--- src/rtl/ls_dma_initiator.sv ---
// Local Store block-transfer initiator: moves quadword runs between the
// Local Store and an external memory port through a credit-checked FIFO.
module ls_dma_initiator #(
  parameter int LS_LAT     = 6,
  parameter int FIFO_DEPTH = 8
) (
  input  logic         clk,
  input  logic         reset,
  input  logic         cmd_valid,
  output logic         cmd_ready,
  input  logic         cmd_dir,
  input  logic [10:0]  cmd_ls_addr,
  input  logic [31:0]  cmd_ext_addr,
  input  logic [7:0]   cmd_count,
  output logic         ls_req,
  input  logic         ls_gnt,
  output logic         ls_we,
  output logic [10:0]  ls_addr,
  output logic [127:0] ls_wdata,
  input  logic         ls_rvalid,
  input  logic [127:0] ls_rdata,
  output logic         ext_wvalid,
  input  logic         ext_wready,
  output logic [31:0]  ext_waddr,
  output logic [127:0] ext_wdata,
  output logic         ext_rreq_valid,
  input  logic         ext_rreq_ready,
  output logic [31:0]  ext_raddr,
  input  logic         ext_rresp_valid,
  input  logic [127:0] ext_rresp_data,
  output logic         busy,
  output logic         done
);

  if (FIFO_DEPTH < 2 || FIFO_DEPTH > 256 ||
      (FIFO_DEPTH & (FIFO_DEPTH - 1)) != 0 ||
      LS_LAT < 1) begin : g_bad_param
    $error("ls_dma_initiator: bad LS_LAT/FIFO_DEPTH");
  end

  localparam int AW = $clog2(FIFO_DEPTH);
  localparam logic [8:0] DEPTH9 = 9'(FIFO_DEPTH);

  typedef enum logic [1:0] {
    S_IDLE,
    S_RUN,
    S_DONE
  } state_e;

  state_e        state_q, state_d;
  logic          dir_q, dir_d;
  logic [10:0]   lsp_q, lsp_d;
  logic [31:0]   extp_q, extp_d;
  logic [8:0]    cnt_q, cnt_d;
  logic [8:0]    iss_q, iss_d;
  logic [8:0]    ret_q, ret_d;
  logic [8:0]    inf_q, inf_d;
  logic          nul_q, nul_d;

  logic [AW-1:0] wr_q, rd_q;
  logic [8:0]    occ_q;
  logic [127:0]  mem_q [FIFO_DEPTH];

  logic          run, credit, fifo_ne, accept;
  logic          issue, rsp, pop, ls_adv, ext_adv;
  logic [127:0]  head, push_data;

  assign run     = (state_q == S_RUN);
  assign fifo_ne = (occ_q != 9'd0);
  assign head    = mem_q[rd_q];
  // Credit counts requests still in flight so the FIFO can never overflow
  assign credit  = run && ((occ_q + inf_q) < DEPTH9) && (iss_q < cnt_q);
  assign accept  = cmd_valid && cmd_ready;

  assign cmd_ready      = (state_q == S_IDLE);
  assign busy           = (state_q != S_IDLE);
  assign done           = (state_q == S_DONE) || nul_q;

  assign ls_req         = run && (dir_q ? credit : fifo_ne);
  assign ls_we          = run && !dir_q && fifo_ne;
  assign ls_addr        = lsp_q;
  assign ls_wdata       = ls_we ? head : '0;
  assign ext_wvalid     = run && dir_q && fifo_ne;
  assign ext_waddr      = extp_q;
  assign ext_wdata      = ext_wvalid ? head : '0;
  assign ext_rreq_valid = run && !dir_q && credit;
  assign ext_raddr      = extp_q;

  assign ls_adv    = ls_req && ls_gnt;
  assign issue     = dir_q ? ls_adv
                           : (ext_rreq_valid && ext_rreq_ready);
  assign pop       = dir_q ? (ext_wvalid && ext_wready)
                           : ls_adv;
  assign ext_adv   = dir_q ? pop : issue;
  assign rsp       = run && (dir_q ? ls_rvalid : ext_rresp_valid);
  assign push_data = dir_q ? ls_rdata : ext_rresp_data;

  always_comb begin
    state_d = state_q;
    dir_d   = dir_q;
    lsp_d   = lsp_q;
    extp_d  = extp_q;
    cnt_d   = cnt_q;
    iss_d   = iss_q;
    ret_d   = ret_q;
    inf_d   = inf_q;
    nul_d   = 1'b0;
    unique case (state_q)
      S_IDLE: begin
        if (accept) begin
          if (cmd_count != 8'd0) begin
            state_d = S_RUN;
            dir_d   = cmd_dir;
            lsp_d   = cmd_ls_addr;
            extp_d  = cmd_ext_addr & ~32'hF;
            cnt_d   = {1'b0, cmd_count};
            iss_d   = 9'd0;
            ret_d   = 9'd0;
            inf_d   = 9'd0;
          end else begin
            nul_d = 1'b1;
          end
        end
      end
      S_RUN: begin
        if (ls_adv)  lsp_d  = lsp_q + 11'd1;
        if (ext_adv) extp_d = extp_q + 32'd16;
        if (issue)   iss_d  = iss_q + 9'd1;
        if (pop)     ret_d  = ret_q + 9'd1;
        inf_d = inf_q + {8'd0, issue} - {8'd0, rsp};
        if (ret_d == cnt_q) state_d = S_DONE;
      end
      S_DONE: state_d = S_IDLE;
      default: state_d = S_IDLE;
    endcase
  end

  always_ff @(posedge clk or negedge reset) begin
    if (!reset) begin
      state_q <= S_IDLE;
      dir_q   <= 1'b0;
      lsp_q   <= '0;
      extp_q  <= '0;
      cnt_q   <= '0;
      iss_q   <= '0;
      ret_q   <= '0;
      inf_q   <= '0;
      nul_q   <= 1'b0;
    end else begin
      state_q <= state_d;
      dir_q   <= dir_d;
      lsp_q   <= lsp_d;
      extp_q  <= extp_d;
      cnt_q   <= cnt_d;
      iss_q   <= iss_d;
      ret_q   <= ret_d;
      inf_q   <= inf_d;
      nul_q   <= nul_d;
    end
  end

  always_ff @(posedge clk or negedge reset) begin
    if (!reset) begin
      wr_q  <= '0;
      rd_q  <= '0;
      occ_q <= '0;
    end else begin
      if (rsp) wr_q <= wr_q + AW'(1);
      if (pop) rd_q <= rd_q + AW'(1);
      occ_q <= occ_q + {8'd0, rsp} - {8'd0, pop};
    end
  end

  // Storage needs no reset: outputs are gated by the occupancy flag
  always_ff @(posedge clk) begin
    if (rsp) mem_q[wr_q] <= push_data;
  end

endmodule

--- config.mk ---
export PLATFORM = sky130hd
export DESIGN_NAME = ls_dma_initiator
export DESIGN_NICKNAME = d
export VERILOG_FILES = /design/src/rtl/ls_dma_initiator.sv
export SDC_FILE = /design/constraint.sdc
export NUM_CORES = 2
export LEC_CHECK = 0
export CORE_UTILIZATION = 50
export DETAILED_ROUTE_END_ITERATION = 10
export GPL_ROUTABILITY_DRIVEN = 0
export HOLD_SLACK_MARGIN = 0.02
export PLACE_DENSITY = 0.85
export SLEW_MARGIN = 20
export SYNTH_ARGS = -nofsm -noshare
export SYNTH_HDL_FRONTEND = slang
export SYNTH_SLANG_ARGS = --single-unit
--- constraint.sdc ---
create_clock -name clk -period 17.9 [get_ports clk]
set_input_delay 2.685 -clock clk [delete_from_list [all_inputs] [get_ports clk]]
set_output_delay 2.685 -clock clk [all_outputs]
set_load 0.005 [all_outputs]
### Word-level counts from Yosys, hierarchy flattened

Memory sizes are Yosys's and may differ from the RTL's.
Index checks and enable logic that the tools add are counted.

* add/sub/neg operators: 11
* magnitude comparators: 2
* eq/ne operators: 9
* muxes and demuxes: 33
* reductions and logical operators: 26

Operator list (number)
* 128-bit 2-to-1 mux: 3
* 32-bit 2-to-1 mux: 3
* 32-bit case mux with 2 select lines: 1
* 9-bit case mux with 2 select lines: 3
* 9-bit 2-to-1 mux: 5
* 11-bit 2-to-1 mux: 3
* 32-bit by 5-bit adder with 32-bit output, second input constant: 1
* 11-bit case mux with 2 select lines: 1
* 9-bit by 1-bit adder with 9-bit output: 2
* 9-bit by 1-bit adder with 9-bit output, second input constant: 2
* 9-bit by 1-bit subtractor with 9-bit output: 2
* 1-bit logical AND: 13
* 2-bit by 1-bit inequality test with 1-bit output, second input constant: 6
* 4-bit AND reduction: 3
* 11-bit by 1-bit adder with 11-bit output, second input constant: 1
* 1-bit 2-to-1 mux: 10
* 9-bit adder: 1
* 9-bit by 8-bit equality test with 1-bit output: 1
* 9-bit by 4-bit < comparator with 1-bit output, second input constant: 1
* 9-bit by 8-bit < comparator with 1-bit output: 1
* 3-bit AND reduction: 3
* 9-bit nonzero test: 1
* 8-bit nonzero test: 1
* 3-bit by 1-bit adder with 3-bit output, second input constant: 2
* 8 further kinds: 11

* register bits: 97
* RAM bits: 1024
* output and inout bits: 338
* memories kept: 1

Memory list
* mem_q: depth 8, bits a word 128, read ports 1, clocked after memory_dff 0, write ports 1, line 62 `logic [127:0] mem_q [FIFO_DEPTH];`

### Longest topological paths before layout

* depth in word-level cells: 13
* gate-level depth with buffers: 20

### Least setup slack after synthesis

Ideal clock, no wire load.

* path type: input-to-reg
* from: input port ls_rvalid
* to: memory mem_q[4][0] (enable)
* data arrival time: 11.845 ns
* data required time: 17.128 ns
* slack: 5.283 ns
* cell stages on the path: 4
* buffers on the path: 0
* path through: mux2i_1 -> nor2_1 -> nand2_1 -> nor3_1

* longest elaborated chain between the ends: 4

Ends and longest elaborated chain
* start, declared: line 20 `input logic ls_rvalid,`
* 1-bit 2-to-1 mux: line 95 `assign rsp = run && (dir_q ? ls_rvalid : ext_rresp_valid);`
* 1-bit logical AND: line 95
* net rsp: line 65 `logic issue, rsp, pop, ls_adv, ext_adv;`
* 1-bit 2-to-1 mux: line 176 `if (rsp) mem_q[wr_q] <= push_data;`
* 1-bit 2-to-1 mux (not written as such): line 176
* end, declared: line 62

The timed path passes the listed nets, and every way through them passes these cells.

### Worst setup path after layout

* from: register rd_q[1]
* to: output port ls_wdata[77]

* longest elaborated chain between the ends: 2

Ends and longest elaborated chain
* start, declared: line 60 `logic [AW-1:0] wr_q, rd_q;`
* start signal, assigned: line 169 `if (pop) rd_q <= rd_q + AW'(1);`
* memory 8 x 128 bit
* 128-bit 2-to-1 mux: line 82 `assign ls_wdata = ls_we ? head : '0;`
* end, declared: line 19 `output logic [127:0] ls_wdata,`

Every way passes these cells.

==> metrics.md <==
| Metric | Value |
|---|---|
| Highest Clock Rate | 129.0 MHz |
| Die width | 309.1 um |
| Initial antenna violation count | 2 |
| MaxCap Viol Count | 0 |
| IO buf count | 641 |
| CP most frequent cell | buf_4 |
| Synth top area cells | edfxtp_1, mux4_2, dfrtp_1, mux2_2, mux2i_1 |
| Overflow after GRT | 0 |
| Yosys warning count | 0 |
| HPWL after detailed placement | 66280 um |
| Gr usage total | 24.25% |
| Starting density of the core | 50.52% |
| Final max-slew violation count | 0 |
| Tcrit/Tclk final | 43.31% |
| Final #Nets | 3627 |
| EDFF count, synth | 1024 |
| Pwr Density | 179.9 nW/um^2 |
| Register area share after synthesis | 70.16% |
| Critical Path End Type | output pin |
| Synth Area in XOR/XNOR | 0.6130% |
| Leakage | 0.01968 uW |
| Ys flop type | edfxtp_1 |
| Netlist cell types | 79 |
| Final Hold Viols | 0 |
| WP buf/inv | 3 |
| Die area | 95530 um^2 |
| Netlist Area Pre-Place | 47150 um^2 |
| DP Cell Count | 4409 |
| CTS H-Tree Depth | 3 |
| Reg clk slew, reported paths | 0.06 ns |
| WL final | 117500 um |
| Non-Filler Instances | 4615 |
| Avg Cell Area, Syn | 17.71 um^2 |
| DR WL/cell | 25.46 um |
| Delay-heaviest family, CP | buffers and inverters |
| Setup TNS | 0 ns |
| Worst-Margin Slew | 1.220 ns |
| Slew HR | 18.63% |
| Layout cells sized above 1 | 18.15% |
| Total CTS buffers | 109 |
| Num ports | 654 |
| Area leader, netlist | edfxtp_1 |
| Hold Buf Count CTS | 0 |
| Post_cts resized | 0 |
| Compound-Gate Fraction of Synth Area | 3.070% |
| Yosys top cell area share | 65.22% |
| First-pass GRT wire length | 171100 um |
| Fraction of registers with async set/reset | 8.326% |
| CTS max path bufs | 3 |
| # setup viols final | 0 |
| Worst EP required | 15.21 ns |
| Startpoint types | register |
| Layout area overhead | 23.65% |
| Detailed-route DRC error count | 0 |
| DR iter-0 viols | 2398 |
| Largest net degree at the start of global routing | 129 |
| Via count | 27112 |
| RSZ-0062 raised after global routing | false |
| Outcome | finished clean |
| Area after DPL | 54720 um^2 |
| Largest family of logic cells by synthesized area | multiplexers |
| Initial DRT Pass Iterations | 6 |
| Sink Count | 1117 |
| Setup CP Type | register to output pin |
| Hold slack | 0.5206 ns |
| Root Driver | clkbuf_16 |
| Post-synthesis mux area share | 18.29% |
| R2R setup slack | 12.68 ns |
| Core area | 93330 um^2 |
| Worst Path Arrival | 5.07 ns |
| Worst min path class | register to register |
| CP Max Fanout | 69 |
| Worst-skew pair later-pin latency | 0.69 ns |
| Minimum clock period | 7.752 ns |
| CP max-delay cell | dfrtp_4 |
| Setup bufs post-CTS | 0 |
| Final WS setup | 10.15 ns |
| Gate Count Post-Synth | 2662 |
| Synth Area in Adders | 1.173% |
| Fillers | 6290 |
| CP cell instances | buf_4 > buf_4 > mux4_2 > mux2i_1 > nor2_1 > clkdlybuf4s50_1 |
| Post-place setup slack | 10.78 ns |
| Num rows | 112 |
| Die Y | 309.1 um |
| Antenna-violating nets left | 0 |
| Peak supply drop | 151.6 uV |
| Post-synthesis register bit count | 1117 |
| CTS tree | built |
| Synth Area in Simple Gates | 4.557% |
| Routed vias/inst | 5.875 |
| Post-route cell area | 58300 um^2 |
| CP peak stage delay | 1.13 ns |
| Number of global-route vias before repair | 27520 |
| Final Skew | 0.01684 ns |
-- synth_stat cells (all sizes together) (4+ instances only) --
| cell | number |
|---|---|
| mux2i | 138 |
| nor2b | 5 |
| and2 | 6 |
| nand3 | 30 |
| mux2 | 131 |
| or2 | 4 |
| o31ai | 8 |
| a31oi | 10 |
| nor3 | 9 |
| xnor2 | 17 |
| nand4 | 10 |
| a21o | 4 |
| xor2 | 16 |
| a21oi | 66 |
| mux4 | 256 |
| and3 | 9 |
| ha | 41 |
| o22ai | 19 |
| o211ai | 5 |
| o21a | 8 |
| o21bai | 6 |
| edfxtp | 1024 |
| o21ai | 52 |
| nand2 | 82 |
| nand2b | 8 |
| buf | 92 |
| clkbuf | 92 |
| a311oi | 11 |
| nor2 | 307 |
| inv | 41 |
| or3 | 10 |
| nor4 | 5 |
| dfrtp | 93 |
-- registers in the layout, indices dropped and copies added (netlist names) --
| name | count |
|---|---|
| mem_q | 1024 |
| ext_raddr | 28 |
| ls_addr | 11 |
| inf_q | 9 |
| iss_q | 9 |
| occ_q | 9 |
| ret_q | 9 |
| cnt_q | 8 |
| rd_q | 3 |
| wr_q | 3 |
| state_q | 2 |
| dir_q | 1 |
| nul_q | 1 |
-- kinds of logic after synthesis --
group                      count (synthesis)
and+or+nand+nor                          499
xor gates and xnor gates                  33
buffers and inverters                    225
AOI/OAI and AO/OA                        219
adders and majority gates                 43
muxes                                    525
DFF                                     1117
other                                      1
-- where the power goes --
part           switching (uW)  internal (uW)  total, uW
logic                    2190           2120       4310
clock network             980           1280       2270
registers                 331           3580       3910
total                    3500           6990      10500
-- cells in the final DEF, fill, tap and decap left out, types with 9 or more instances in the layout --
cell type | synthesis | routed
xnor2_1 | 17 | 17
or3_1 | 10 | 9
inv_1 | 41 | 41
buf_12 | 0 | 9
nor2_1 | 307 | 299
edfxtp_1 | 1024 | 1024
mux2_2 | 131 | 131
xor2_1 | 16 | 16
clkinv_1 | 0 | 28
a21oi_1 | 65 | 65
buf_4 | 39 | 22
mux4_2 | 256 | 256
dfrtp_1 | 93 | 89
bufinv_16 | 0 | 11
clkdlybuf4s50_1 | 0 | 640
clkinv_2 | 0 | 16
o22ai_1 | 18 | 18
nand4_1 | 10 | 10
clkbuf_1 | 92 | 20
clkbuf_16 | 0 | 109
ha_1 | 41 | 41
o21ai_0 | 51 | 51
nand3_1 | 30 | 30
mux2i_1 | 138 | 138
nand2_1 | 81 | 80
-- layout make-up --
type                    instances  area [um^2]  share of cell area [%]
multi-input cells            1327        13170                   22.59
diodes                          1        2.502                0.004292
inverters                      41        153.9                  0.2640
clock inverters                74        728.2                   1.249
flip-flops and latches       1117        33090                   56.76
repair buffers                672         6779                   11.63
well taps                    1254         1569                   2.691
clock buffers                 129         2803                   4.808
-- final timing paths --
| check | start | end | depth (start not counted) |
|---|---|---|---|
| min in group asynchronous | reset | ext_raddr[16] | 1 |
| setup reg to reg | inf_q[3] | inf_q[8] | 19 |
| hold reg to reg | ret_q[8] | ret_q[8] | 1 |
| setup / recovery | rd_q[1] | ls_wdata[77] | 6 |
| hold / removal | ret_q[8] | ret_q[8] | 1 |
| max in group asynchronous | reset | dir_q | 2 |
-- per-stage QoR --
step | utilization (%) | total power (uW)
floorplan | - | 6400
global placement | 58.63 | 8088
detailed placement | 58.63 | 8227
CTS | 62.41 | 10540
global route | 62.46 | 10970
finish | 62.46 | 10490
-- routing by layer --
layer | vias up | wire length (um) | global-route usage, %
met1 | 13862 | 45240 | 30.95
li1 | 11694 | - | -
met5 | - | 0 | 0
met4 | 0 | 4053 | 9.809
met3 | 220 | 9075 | 4.357
met2 | 1336 | 59120 | 41.15
-- worst register-to-register path: cells and delay by family (launching register included) --
kind | cells | cell delay [ns]
buffers and inverters | 1 | 0.05
AOI/OAI and AO/OA | 9 | 1.82
DFF | 1 | 0.41
xor gates and xnor gates | 1 | 0.21
and+or+nand+nor | 3 | 1.05
adders and majority gates | 4 | 1.32
muxes | 1 | 0.26
Note: power is estimated with default switching activity, not from simulation.
